### src/rtl/estagio_id_ex.sv
// ID/EX pipeline register: captures decoded operands and control, forwards MEM/WB results.
// Define ENCAMINHAMENTO_EN to enable MEM/WB forwarding and operand refresh during stall.
module estagio_id_ex #(
    parameter int unsigned LARGURA   = 8,
    parameter int unsigned BITS_REG  = 3,
    parameter logic [2:0]  SINAL_NOP = 3'b111
) (
    input  logic                clock,
    input  logic                reset,
    input  logic                stall,
    input  logic                flush,
    input  logic                valido_id,
    input  logic [LARGURA-1:0]  dado_rs_id,
    input  logic [LARGURA-1:0]  dado_rt_id,
    input  logic [LARGURA-1:0]  imediato_id,
    input  logic [BITS_REG-1:0] rs_id,
    input  logic [BITS_REG-1:0] rt_id,
    input  logic [BITS_REG-1:0] rd_id,
    input  logic [2:0]          sinal_ula_id,
    input  logic                usa_imediato_id,
    input  logic                escreve_reg_id,
    input  logic                escreve_reg_mem,
    input  logic [BITS_REG-1:0] rd_mem,
    input  logic [LARGURA-1:0]  resultado_mem,
    input  logic                escreve_reg_wb,
    input  logic [BITS_REG-1:0] rd_wb,
    input  logic [LARGURA-1:0]  resultado_wb,
    output logic [LARGURA-1:0]  entrada1,
    output logic [LARGURA-1:0]  entrada2,
    output logic [2:0]          sinal_ula,
    output logic [LARGURA-1:0]  dado_rt_ex,
    output logic [BITS_REG-1:0] rd_ex,
    output logic                escreve_reg_ex,
    output logic                valido_ex
);

    logic                valido_q;
    logic                escreve_reg_q;
    logic                usa_imediato_q;
    logic [2:0]          sinal_ula_q;
    logic [BITS_REG-1:0] rs_q;
    logic [BITS_REG-1:0] rt_q;
    logic [BITS_REG-1:0] rd_q;
    logic [LARGURA-1:0]  dado_rs_q;
    logic [LARGURA-1:0]  dado_rt_q;
    logic [LARGURA-1:0]  imediato_q;

    logic [LARGURA-1:0]  rs_fwd;
    logic [LARGURA-1:0]  rt_fwd;
    logic                carrega_bolha;

`ifdef ENCAMINHAMENTO_EN
    logic mem_rs, mem_rt, wb_rs, wb_rt;

    // Index 0 never matches; bubbles store index 0 and are gated by valido_q as well.
    always_comb begin
        mem_rs = valido_q && escreve_reg_mem && (rd_mem != '0) && (rd_mem == rs_q);
        mem_rt = valido_q && escreve_reg_mem && (rd_mem != '0) && (rd_mem == rt_q);
        wb_rs  = valido_q && escreve_reg_wb  && (rd_wb  != '0) && (rd_wb  == rs_q);
        wb_rt  = valido_q && escreve_reg_wb  && (rd_wb  != '0) && (rd_wb  == rt_q);
        rs_fwd = dado_rs_q;
        rt_fwd = dado_rt_q;
        if (mem_rs) begin
            rs_fwd = resultado_mem;
        end else if (wb_rs) begin
            rs_fwd = resultado_wb;
        end
        if (mem_rt) begin
            rt_fwd = resultado_mem;
        end else if (wb_rt) begin
            rt_fwd = resultado_wb;
        end
    end
`else
    logic unused_fwd;
    assign unused_fwd = ^{escreve_reg_mem, rd_mem, resultado_mem,
                          escreve_reg_wb, rd_wb, resultado_wb, rs_q, rt_q};
    assign rs_fwd = dado_rs_q;
    assign rt_fwd = dado_rt_q;
`endif

    assign carrega_bolha = flush || (!stall && !valido_id);

    always_ff @(posedge clock or negedge reset) begin
        if (!reset) begin
            valido_q       <= 1'b0;
            escreve_reg_q  <= 1'b0;
            usa_imediato_q <= 1'b0;
            sinal_ula_q    <= SINAL_NOP;
            rs_q           <= '0;
            rt_q           <= '0;
            rd_q           <= '0;
            dado_rs_q      <= '0;
            dado_rt_q      <= '0;
            imediato_q     <= '0;
        end else if (carrega_bolha) begin
            valido_q       <= 1'b0;
            escreve_reg_q  <= 1'b0;
            usa_imediato_q <= 1'b0;
            sinal_ula_q    <= SINAL_NOP;
            rs_q           <= '0;
            rt_q           <= '0;
            rd_q           <= '0;
            dado_rs_q      <= '0;
            dado_rt_q      <= '0;
            imediato_q     <= '0;
        end else if (stall) begin
`ifdef ENCAMINHAMENTO_EN
            // Keep a result that retires from WB while we wait.
            dado_rs_q <= rs_fwd;
            dado_rt_q <= rt_fwd;
`endif
        end else begin
            valido_q       <= 1'b1;
            escreve_reg_q  <= escreve_reg_id;
            usa_imediato_q <= usa_imediato_id;
            sinal_ula_q    <= sinal_ula_id;
            rs_q           <= rs_id;
            rt_q           <= rt_id;
            rd_q           <= rd_id;
            dado_rs_q      <= (rs_id == '0) ? '0 : dado_rs_id;
            dado_rt_q      <= (rt_id == '0) ? '0 : dado_rt_id;
            imediato_q     <= imediato_id;
        end
    end

    assign entrada1       = rs_fwd;
    assign entrada2       = usa_imediato_q ? imediato_q : rt_fwd;
    assign dado_rt_ex     = rt_fwd;
    assign sinal_ula      = sinal_ula_q;
    assign rd_ex          = rd_q;
    assign escreve_reg_ex = escreve_reg_q;
    assign valido_ex      = valido_q;

endmodule

### config.mk
export PLATFORM = sky130hd
export DESIGN_NAME = estagio_id_ex
export DESIGN_NICKNAME = d
export VERILOG_FILES = /design/src/rtl/estagio_id_ex.sv
export SDC_FILE = /design/constraint.sdc
export NUM_CORES = 1
export LEC_CHECK = 0
export ABC_AREA = 1
export BUFFER_PORTS_ARGS = -buffer_cell sky130_fd_sc_hd__buf_4
export CAP_MARGIN = 20
export CORE_MARGIN = 2
export CORE_UTILIZATION = 36
export DETAILED_ROUTE_END_ITERATION = 10
export PLACE_DENSITY_LB_ADDON = 0.12
export SLEW_MARGIN = 20
export SYNTH_ARGS = -nofsm -noshare
export SYNTH_HDL_FRONTEND = slang
export SYNTH_SLANG_ARGS = --single-unit
### constraint.sdc
create_clock -name clock -period 0.8 [get_ports clock]
set_input_delay 0.08 -clock clock [delete_from_list [all_inputs] [get_ports clock]]
set_output_delay 0.08 -clock clock [all_outputs]
set_load 0.02 [all_outputs]
== After elaboration in Yosys (flattened, before gate mapping) ==
Index checks and enable logic that the tools add are counted.

* Flip-flop bits (word level): 33
* Latch bits: 0
* Bits in writable memories: 0
* Memory bits (read-only): 0
* Bits of input ports: 67
* Logic and storage cells: 34
* Memories: 0

* $add $sub $neg: 0
* Multipliers: 0
* Divide/modulo/power cells: 0
* Order comparisons: 0
* Equal/unequal tests: 1
* Shift-type cells: 0
* Muxes and demuxes: 19
* Bitwise gates (word level): 0
* Reductions and logical operators: 6

{| class="wikitable"
|+ Operators by type and width
! kind !! number
|-
| 8-bit two-way mux || 9
|-
| 3-bit two-way mux || 4
|-
| 3-bit zero test || 2
|-
| 1-bit two-way mux || 6
|-
| 1-bit zero test || 2
|-
| 2-bit by 1-bit inequality test with 1-bit output, second input constant || 1
|-
| 1-bit logical AND || 1
|-
| 1-bit logical OR || 1
|}

== Depth between registers and ports, before layout ==
Gate-level depths: netlist (run 1).

* Word-level depth: 4
* Mapped depth: 7

== Worst setup path before layout (run 1) ==
Ideal clock, no wire load.

* Kind: register -> output
* Start: register usa_imediato_q
* End: output entrada2[5]
* Arrival: 1.046 ns
* Path slack: -0.326 ns
* Stages on the path, launching flop included: 4
* Path through: dfrtp_1 -> inv_1 -> buf_2 -> o21ai_0

* Longest elaborated chain between the ends: 1

{| class="wikitable"
|+ Ends and longest elaborated chain
! item !! RTL line !! source
|-
| from (decl) || 39 || <nowiki>logic usa_imediato_q;</nowiki>
|-
| from (signal assigned) || 116 || <nowiki>usa_imediato_q <= usa_imediato_id;</nowiki>
|-
| 8-bit two-way mux || 128 || <nowiki>assign entrada2 = usa_imediato_q ? imediato_q : rt_fwd;</nowiki>
|-
| to (decl) || 29 || <nowiki>output logic [LARGURA-1:0] entrada2,</nowiki>
|}

No other way between the ends.

== Final worst setup path (run 1) ==
* Start: register usa_imediato_q
* End: output entrada2[2]

Same word-level chain as after synthesis.

==> results of run 1 <==
sequential cells by signal (all words and copies together), names as in the netlist:
name            flops
dado_rt_ex          8
entrada1            8
imediato_q          8
rd_ex               3
sinal_ula           3
escreve_reg_ex      1
usa_imediato_q      1
valido_ex           1
layout by cell type (no fill, tap or decap), drive strengths merged, types with 3 or more instances in the layout:
| cell | n |
|---|---|
| dlygate4sd3 | 4 |
| dfstp | 3 |
| buf | 92 |
| o21ai | 17 |
| clkbuf | 7 |
| nor2 | 13 |
| dfrtp | 30 |
| nand2 | 66 |
| inv | 13 |
| nand3 | 16 |
cell usage after synthesis:
library cell,count
nand2_1,65
dfrtp_1,30
nand3_1,16
inv_1,11
nor2_1,11
o21ai_1,9
o21ai_0,8
buf_2,4
dfstp_2,3
buf_6,2
inv_2,2
buf_4,1
nand2_2,1
nand3b_1,1
nor2_2,1
nor2_4,1
path summary, 6_finish.rpt:
kind | from | end | depth (start not counted) | slack [ns]
max | usa_imediato_q | entrada2[2] | 4 | -0.37
min | rd_id[2] | rd_ex[2] | 3 | 0.008
max reg2reg | usa_imediato_q | usa_imediato_q | 4 | -0.18
min reg2reg | entrada1[1] | entrada1[1] | 2 | 0.51
max in group asynchronous | reset | sinal_ula[1] | 2 | 0.18
min in group asynchronous | reset | imediato_q[6] | 2 | 0.28
cell type report:
class                           count  area share
Multi-Input combinational cell    113       0.217
Clock inverter                      1      0.0122
Tap cell                           48      0.0244
Timing Repair inverter              1     0.00254
Clock buffer                        7      0.0351
Timing Repair Buffer               96       0.349
Inverter                           13      0.0219
Sequential cell                    33       0.338
cells by family (layout without fill, tap and decap cells):
kind of cell	count (synthesis)	after routing	synth area share
AOI/OAI and AO/OA	17	17	0.0603
buffers and inverters	20	118	0.0701
DFF	33	33	0.588
and+or+nand+nor	96	96	0.281
worst max-delay path, stage by stage, from the launching register on:
cell and delay (ns):
dfrtp_2 0.44, clkinv_4 0.09, nand2_1 0.08, o21ai_2 0.07
buf_6 0.13
repair_timing:
| item | in CTS | in global routing |
|---|---|---|
| cloned | 1 | 0 |
| buffers inserted | 7 | 6 |
| pin swaps | 0 | 3 |
| hold endpoints to repair | 33 | 0 |
| gates resized for setup | 31 | 8 |
| endpoints found under the setup margin | 33 | 35 |
| hold buffers | 4 | 0 |
power by group through the flow:
stage	clock, mW	combinational [mW]	sequential (mW)
floorplan	0	0.189	1.85
global placement	0	0.567	1.80
detailed placement	0	0.572	1.80
CTS	1.62	0.644	1.78
global route	1.70	0.728	1.79
finish	1.57	0.661	1.78
through the flow:
stage	power, mW	cell area (µm²)	util
global route	4.21	2460	0.662
floorplan	2.04	1460	-
finish	4.02	2460	0.662
CTS	4.05	2390	0.644
detailed placement	2.37	2070	0.557
global placement	2.37	2070	0.557
routing by layer:
layer	vias up	global-route usage
met1	606	0.233
met3	4	0.0693
met4	0	0.0612
met5	-	0
li1	710	-
met2	47	0.303
==> flow_metrics.py, run 1 <==
metrics = {
    "place": {
        "place_inst": 286,
        "portBuffers": 74,
        "gp_congestion": 0.790,
        "dpl.hpwl_um": 2430,
        "post-place-ws_ns": -0.166,
    },
    "timing": {
        "finalCritPeriodShare": 1.46,
        "setup_violations": 35,
        "slew_violations": 0,
        "rsz0062_at_grt": "true",
        "finalClockSkew_ns": 0,
        "worst_slack_ns": -0.371,
        "worstMarginPinSlew_ns": 0.408,
        "timing.fmax_mhz": 854,
        "layout_min_cycle_time_ns": 1.17,
        "hold_viol": 0,
        "holdWs_ns": 0.00793,
        "setup_tns_ns": -5.89,
        "slew_headroom": 0.728,
    },
    "run_status": {
        "status": "finished with violations",
        "failed_checks": "negative setup slack",
    },
    "detailed_routing": {
        "wl_met1_um": 1630,
        "top_layer": "met4",
        "vias": 1367,
        "wl_met2_um": 1730,
        "drt-total-wl_um": 3680,
        "remaining_drc_errors": 0,
        "post_drt_wl_per_cell_um": 11.8,
        "routed-wl-met3_um": 280,
        "firstDrtPassIters": 6,
        "drt-initial-drc-count": 76,
        "ant_nets": 0,
        "vias_per_cell": 4.38,
    },
    "logic_synthesis": {
        "ys_ff_latch": 33,
        "yosys_warnings": 0,
        "yosysUniqueCellTypes": 16,
        "yosysTopAreaCell": "dfrtp_1",
        "avgSynthCellArea_um2": 8.49,
        "synth_nets": 233,
        "yosysSeqAreaShare": 0.588,
        "synth.cell_area_um2": 1410,
        "syn-instance-count": 166,
        "ys_top_cells_by_area": "dfrtp_1 53%, nand2_1 17%, nand3_1 5.7%",
        "synth_top_area_share": 0.532,
    },
    "grt": {
        "grt_pass1_wl_um": 6210,
        "grt_max_degree": 34,
        "grt_overflow": 0,
        "grtUsageTotal": 0.188,
        "antenna_found_initial": 0,
        "grt_pass1_vias": 1364,
    },
    "power": {
        "powerDensity_nw_per_um2": 1630,
        "intPower_mw": 3.10,
        "sw_frac_of_total": 0.228,
        "clkPwrFrac": 0.392,
        "p_switching_uw": 914,
        "irDropWorstVdd_v": 0.00117,
        "power_frac_seq": 0.444,
        "leakage_nw": 1.29,
        "power_frac_comb": 0.165,
    },
    "die": {
        "initial_utilization": 0.379,
        "core_um2": 3720,
        "fp.dieW_um": 66.6,
        "die_height_um": 66.6,
        "io_pins": 99,
        "rows": 22,
        "die_area_um2": 4430,
    },
    "setup_path": {
        "crit_type": "reg -> out",
        "cp_data_required_time_ns": 0.72,
        "cp-start-kind": "flip-flop",
        "arrival_ns": 1.09,
        "crit_fanout": 9,
        "cp-end-kind": "output pin",
    },
    "layout": {
        "antennaDiodeCount": 0,
        "synthToLayoutAreaGrowth_pct": 74.5,
        "final-seq-area_um2": 831,
        "drive_gt1_frac": 0.462,
        "nFillCells": 321,
        "finalNonFillerCells": 312,
        "multi_input_area_um2": 534,
        "fin_nets": 330,
    },
    "run": {
        "cap_violations": 0,
    },
    "clocking": {
        "clock_latency_ns": 0.27,
        "cts_buffers": 5,
        "cts_root_buf": "clkbuf_8",
        "cts_max_level": 2,
        "clkTransAtPathRegs_ns": 0.06,
        "cts_sinks": 33,
        "tritoncts": "yes",
        "clock_path_buffers": 2,
    },
    "worst_hold_path": {
        "hold_path_class": "in -> reg",
    },
}
No activity file was read; power rests on OpenSTA's default activity.
==> inputs of run 2 (changes only) <==
--- a/config.mk
+++ b/config.mk
@@ -11,3 +11,3 @@
 export CORE_MARGIN = 2
-export CORE_UTILIZATION = 36
+export CORE_UTILIZATION = 43
 export DETAILED_ROUTE_END_ITERATION = 10
==> constraint.sdc (replaced) <==
create_clock -name clock -period 1.4 [get_ports clock]
set_input_delay 0.07 -clock clock [delete_from_list [all_inputs] [get_ports clock]]
set_output_delay 0.07 -clock clock [all_outputs]
set_load 0.01 [all_outputs]
==> flow_metrics.py, run 2 (same netlist as run 1, synthesis figures left out) <==
metrics = {
    "layout": {
        "final_common_cell": "buf_4",
        "fin_nets": 345,
        "antennaDiodeCount": 0,
        "nFillCells": 224,
        "final_cell_mix": "76 x buf_4, 65 x nand2_1, 33 x dlygate4sd3_1",
        "multi_input_area_um2": 482,
        "finalNonFillerCells": 323,
        "post-route-util": 0.782,
        "drive_gt1_frac": 0.344,
        "final-seq-area_um2": 831,
        "finalInstanceArea_um2": 2410,
        "synthToLayoutAreaGrowth_pct": 70.7,
    },
    "power": {
        "p_switching_uw": 489,
        "leakage_nw": 1.26,
        "powerDensity_nw_per_um2": 781,
        "intPower_mw": 1.39,
        "total_power_mw": 1.88,
        "clkPwrFrac": 0.267,
        "sw_frac_of_total": 0.260,
        "power_frac_comb": 0.194,
        "irDropWorstVdd_v": 0.000478,
        "power_frac_seq": 0.539,
    },
    "clocking": {
        "clkTransAtPathRegs_ns": 0.10,
        "cts_buffers": 5,
        "tritoncts": "yes",
        "clock_latency_ns": 0.31,
        "cts_root_buf": "clkbuf_4",
        "clock_path_buffers": 2,
        "cts_max_level": 2,
        "postCtsSetupBuffers": 0,
        "cts_sinks": 33,
    },
    "place": {
        "dpl.hpwl_um": 2520,
        "placed_area_um2": 2010,
        "gp_congestion": 0.780,
        "portBuffers": 74,
        "place_inst": 280,
        "post-place-ws_ns": 0.333,
    },
    "timing": {
        "finalCritPeriodShare": 0.981,
        "rsz0062_at_grt": "true",
        "hold_viol": 0,
        "holdWs_ns": 0.0327,
        "layout_min_cycle_time_ns": 1.37,
        "slew_headroom": 0.717,
        "setup_violations": 0,
        "worst_slack_ns": 0.0272,
        "timing.fmax_mhz": 728,
        "finalClockSkew_ns": 0,
        "worstMarginPinSlew_ns": 0.425,
        "slew_violations": 0,
        "setup_tns_ns": 0,
    },
    "setup_path": {
        "cp_top_family": "flip-flops",
        "critPathBufInv": 2,
        "crit_fanout": 8,
        "worstPathCellList": "clkinvlp_4 > nand2_1 > o21ai_1 > buf_4",
        "cp_data_required_time_ns": 1.33,
        "crit_type": "reg -> out",
        "arrival_ns": 1.30,
        "cp-start-kind": "flip-flop",
        "crit_slowest_cell": "dfrtp_2",
        "cp-end-kind": "output pin",
        "slowest_delay_ns": 0.46,
    },
    "die": {
        "rows": 20,
        "fp.dieW_um": 61.3,
        "initial_utilization": 0.458,
        "io_pins": 99,
        "die_area_um2": 3750,
        "die_height_um": 61.3,
        "core_um2": 3080,
    },
    "detailed_routing": {
        "ant_nets": 0,
        "drt-initial-drc-count": 53,
        "vias": 1507,
        "firstDrtPassIters": 4,
        "drt-total-wl_um": 4200,
        "remaining_drc_errors": 0,
        "post_drt_wl_per_cell_um": 13.0,
        "vias_per_cell": 4.67,
    },
    "run": {
        "cap_violations": 0,
    },
    "grt": {
        "grt_pass1_vias": 1492,
        "grt_overflow": 0,
        "grt_max_degree": 34,
        "grtUsageTotal": 0.235,
        "antenna_found_initial": 0,
        "grt_pass1_wl_um": 6380,
    },
    "worst_hold_path": {
        "hold_path_class": "in -> reg",
    },
    "run_status": {
        "status": "completed",
    },
}
-- run 2: area by class of cell --
type	instances	area share
tap	44	0.0229
sequential	33	0.345
inverter	13	0.0218
timing repair inverter	2	0.00624
multi-input combinational	113	0.200
timing repair buffer	110	0.383
clock buffer	6	0.0172
clock inverter	2	0.00416
-- run 2: layer usage --
metal | up-vias | track usage | part of all wire
met5 | - | 0 | 0
met2 | 52 | 0.435 | 0.53
li1 | 742 | - | -
met4 | 0 | 0.106 | 0.024
met3 | 13 | 0.0378 | 0.044
met1 | 700 | 0.263 | 0.40
-- run 2: power groups by stage --
stage | Sequential (mW) | Combinational [mW] | Clock (mW)
floorplan | 1.04 | 0.0872 | 0
global placement | 1.03 | 0.278 | 0
detailed placement | 1.03 | 0.283 | 0
CTS | 1.01 | 0.358 | 0.512
global route | 1.02 | 0.395 | 0.542
finish | 1.01 | 0.365 | 0.502
-- run 2: timing repair --
| action | 4_1_cts | 5_1_grt |
|---|---|---|
| gates resized for setup | 3 | 8 |
| setup endpoints to repair | 3 | 8 |
| endpoints found under the hold margin | 65 | 0 |
| pin swaps | 0 | 7 |
| gates cloned | 2 | 0 |
| hold buffers | 33 | 0 |
-- run 2: worst register-to-register path, cell delays in order, from the launching register on --
cell and delay [ns]:
dfrtp_2 0.46, clkinvlp_4 0.20, o21ai_1 0.16
-- run 2: final timing paths --
check | from | end | slack (ns) | depth (start not counted)
setup / recovery | usa_imediato_q | entrada2[7] | 0.03 | 4
hold / removal | flush | valido_ex | 0.03 | 4
setup reg to reg | usa_imediato_q | usa_imediato_q | 0.51 | 2
hold reg to reg | escreve_reg_ex | escreve_reg_ex | 0.49 | 2
max in group asynchronous | reset | sinal_ula[0] | 0.85 | 2
min in group asynchronous | reset | dado_rt_ex[5] | 0.22 | 2
==> inputs of run 3 (changes only) <==
ABC_AREA = default   (was 1)
==> flow_metrics.py, run 3 <==
metrics = {
    "logic_synthesis": {
        "ys_top_cells_by_count": "30 x dfrtp_1, 15 x a32o_1, 14 x a22o_1",
        "yosysTopAreaCell": "dfrtp_1",
        "synthSimpleGateAreaFrac": 0.0489,
        "ys_top_cells_by_area": "dfrtp_1 55%, a32o_1 11%, a22o_1 9.0%",
        "yosys_most_used_dff": "dfrtp_1",
        "synth_nets": 157,
        "ys_ff_latch": 33,
        "synth.cell_area_um2": 1360,
        "synth_top_family_by_area": "compound AO/OA/AOI/OAI gates",
        "syn-instance-count": 90,
        "synth_compound_area_frac": 0.226,
        "synth_top_area_share": 0.554,
        "yosysUniqueCellTypes": 16,
        "yosysSeqAreaShare": 0.612,
        "synth_fa_ha_area_frac": 0,
        "yosys_warnings": 0,
        "synthMostInstantiatedCell": "dfrtp_1",
        "synth-edff-count": 0,
        "async_flop_share": 1.00,
        "synth-xor-area-share": 0,
        "synth_mux_area_frac": 0.0665,
        "avgSynthCellArea_um2": 15.1,
    },
    "detailed_routing": {
        "vias": 1234,
        "vias_per_cell": 5.02,
        "drt-total-wl_um": 3740,
        "post_drt_wl_per_cell_um": 15.2,
        "remaining_drc_errors": 0,
        "drt-initial-drc-count": 56,
        "ant_nets": 0,
        "firstDrtPassIters": 4,
    },
    "setup_path": {
        "r2r_cells": 3,
        "crit_type": "reg -> out",
        "slowest_delay_ns": 0.40,
        "crit_slowest_cell": "dfrtp_2",
        "r2r_end": "usa_imediato_q",
        "timing.rr.start": "usa_imediato_q",
        "worstPathCellList": "buf_6 > mux2_2 > buf_6",
        "cp-start-kind": "flip-flop",
        "reg2reg_slack_ns": 0.40,
        "path_common_cell": "buf_6",
        "cp-end-kind": "output pin",
        "cp_data_required_time_ns": 1.33,
        "crit_fanout": 3,
        "arrival_ns": 1.32,
    },
    "die": {
        "initial_utilization": 0.448,
        "rows": 20,
        "die_area_um2": 3620,
        "io_pins": 99,
        "fp.dieW_um": 60.1,
        "core_um2": 3030,
        "die_height_um": 60.1,
    },
    "power": {
        "powerDensity_nw_per_um2": 794,
        "leakage_nw": 1.18,
        "irDropWorstVdd_v": 0.000674,
    },
    "grt": {
        "antenna_found_initial": 0,
        "grt_overflow": 0,
        "grtUsageTotal": 0.222,
        "grt_pass1_vias": 1260,
        "grt_max_degree": 34,
        "grt_pass1_wl_um": 5760,
    },
    "timing": {
        "timing.fmax_mhz": 719,
        "rsz0062_at_grt": "true",
        "finalCritPeriodShare": 0.993,
        "finalClockSkew_ns": 0,
        "hold_viol": 0,
        "worstMarginPinSlew_ns": 0.694,
        "layout_min_cycle_time_ns": 1.39,
        "slew_headroom": 0.536,
        "slew_violations": 0,
        "setup_violations": 0,
    },
    "worst_hold_path": {
        "worstHoldStart": "rt_id[2]",
        "hold_depth": 3,
        "hold_path_class": "in -> reg",
        "hold_end": "dado_rt_ex[2]",
    },
    "layout": {
        "final-seq-area_um2": 831,
        "finalInstanceArea_um2": 2390,
        "nFillCells": 182,
        "drive_gt1_frac": 0.515,
        "multi_input_area_um2": 492,
        "final_cell_mix": "73 x buf_4, 32 x dlygate4sd3_1, 29 x dfrtp_1",
        "antennaDiodeCount": 0,
        "final_common_cell": "buf_4",
        "post-route-util": 0.788,
        "synthToLayoutAreaGrowth_pct": 76.2,
        "fin_nets": 268,
    },
    "clocking": {
        "cts_max_level": 2,
        "clkTransAtPathRegs_ns": 0.10,
        "cts_sinks": 33,
        "clock_path_buffers": 2,
        "clock_latency_ns": 0.32,
        "tritoncts": "yes",
        "cts_buffers": 5,
        "cts_root_buf": "clkbuf_4",
    },
    "place": {
        "portBuffers": 74,
        "gp_congestion": 0.744,
        "placed_area_um2": 1930,
    },
    "run_status": {
        "status": "completed",
    },
    "run": {
        "cap_violations": 0,
    },
}
[run 3: cell types whose count changed after synthesis, sizes merged, moves of 8 or more]
cell,change
nand3,-16
inv,-13
nor2,-13
mux2,+8
nand2,-66
a32o,+15
o21ai,-17
a22o,+14
[run 3: final cells by class]
class                           count  area share
Sequential cell                    33       0.348
Multi-Input combinational cell     48       0.206
Timing Repair Buffer              113       0.401
Clock inverter                      2     0.00419
Clock buffer                        6      0.0173
Tap cell                           44      0.0231
[run 3: stage by stage]
| step | hold WS [ns] | instances | TNS [ns] | power, mW | setup slack, ns |
|---|---|---|---|---|---|
| 2_1_floorplan | -0.226 | 90 | 0 | 1.13 | 0.477 |
| 3_3_place_gp | 0.0295 | 202 | -0.686 | 1.31 | -0.0495 |
| 3_5_place_dp | 0.0294 | 202 | -2.36 | 1.32 | -0.121 |
| 4_1_cts | 0.126 | 245 | 0 | 1.89 | 0.0139 |
| 5_1_grt | 0.141 | 246 | -0.264 | 1.99 | -0.0431 |
| 6_report | 0.150 | 246 | 0 | 1.90 | 0.00932 |
[run 3: routing by layer]
metal,routed length (µm),up-vias,GRT usage
li1,-,585,-
met1,1520,598,0.259
met2,1970,44,0.380
met3,194,7,0.0671
met4,54,0,0.0825
met5,0,-,0
[run 3: worst max path at each step]
stage,startpoint,endpoint,slack (ns)
floorplan,rt_id[1],dado_rt_ex[0],0.48
global placement,flush,imediato_q[4],-0.05
detailed placement,flush,imediato_q[6],-0.12
CTS,usa_imediato_q,entrada2[5],0.01
global route,usa_imediato_q,entrada2[4],-0.04
finish,usa_imediato_q,entrada2[6],0.009
[run 3: where the power goes]
group          internal (mW)  leakage (nW)  total, mW  switching, mW
Combinational          0.239         0.711      0.377          0.138
Clock                  0.191        0.0320      0.504          0.313
Sequential             0.991         0.440       1.01         0.0238
Total                   1.42          1.18       1.90          0.475
[run 3: logic make-up (layout without fill, tap and decap cells)]
kind of cell,after synthesis,in the layout
buffers and inverters,9,121
muxes,8,8
and+or+nand+nor,7,7
AOI/OAI and AO/OA,33,33
DFF,33,33
[run 3: timing repair]
action / in CTS / in global routing
hold endpoints to repair: 64 / 0
gates cloned: 0 / 0
hold buffers: 32 / 0
setup buffers: 3 / 1
setup endpoints to repair: 8 / 8
gates resized for setup: 3 / 12
[run 3: worst max-delay path: cells and delay by family, from the launching register on]
| kind | cells | cell delay, ns |
|---|---|---|
| buffers and inverters | 2 | 0.25 |
| flip-flops | 1 | 0.40 |
| multiplexers | 1 | 0.34 |
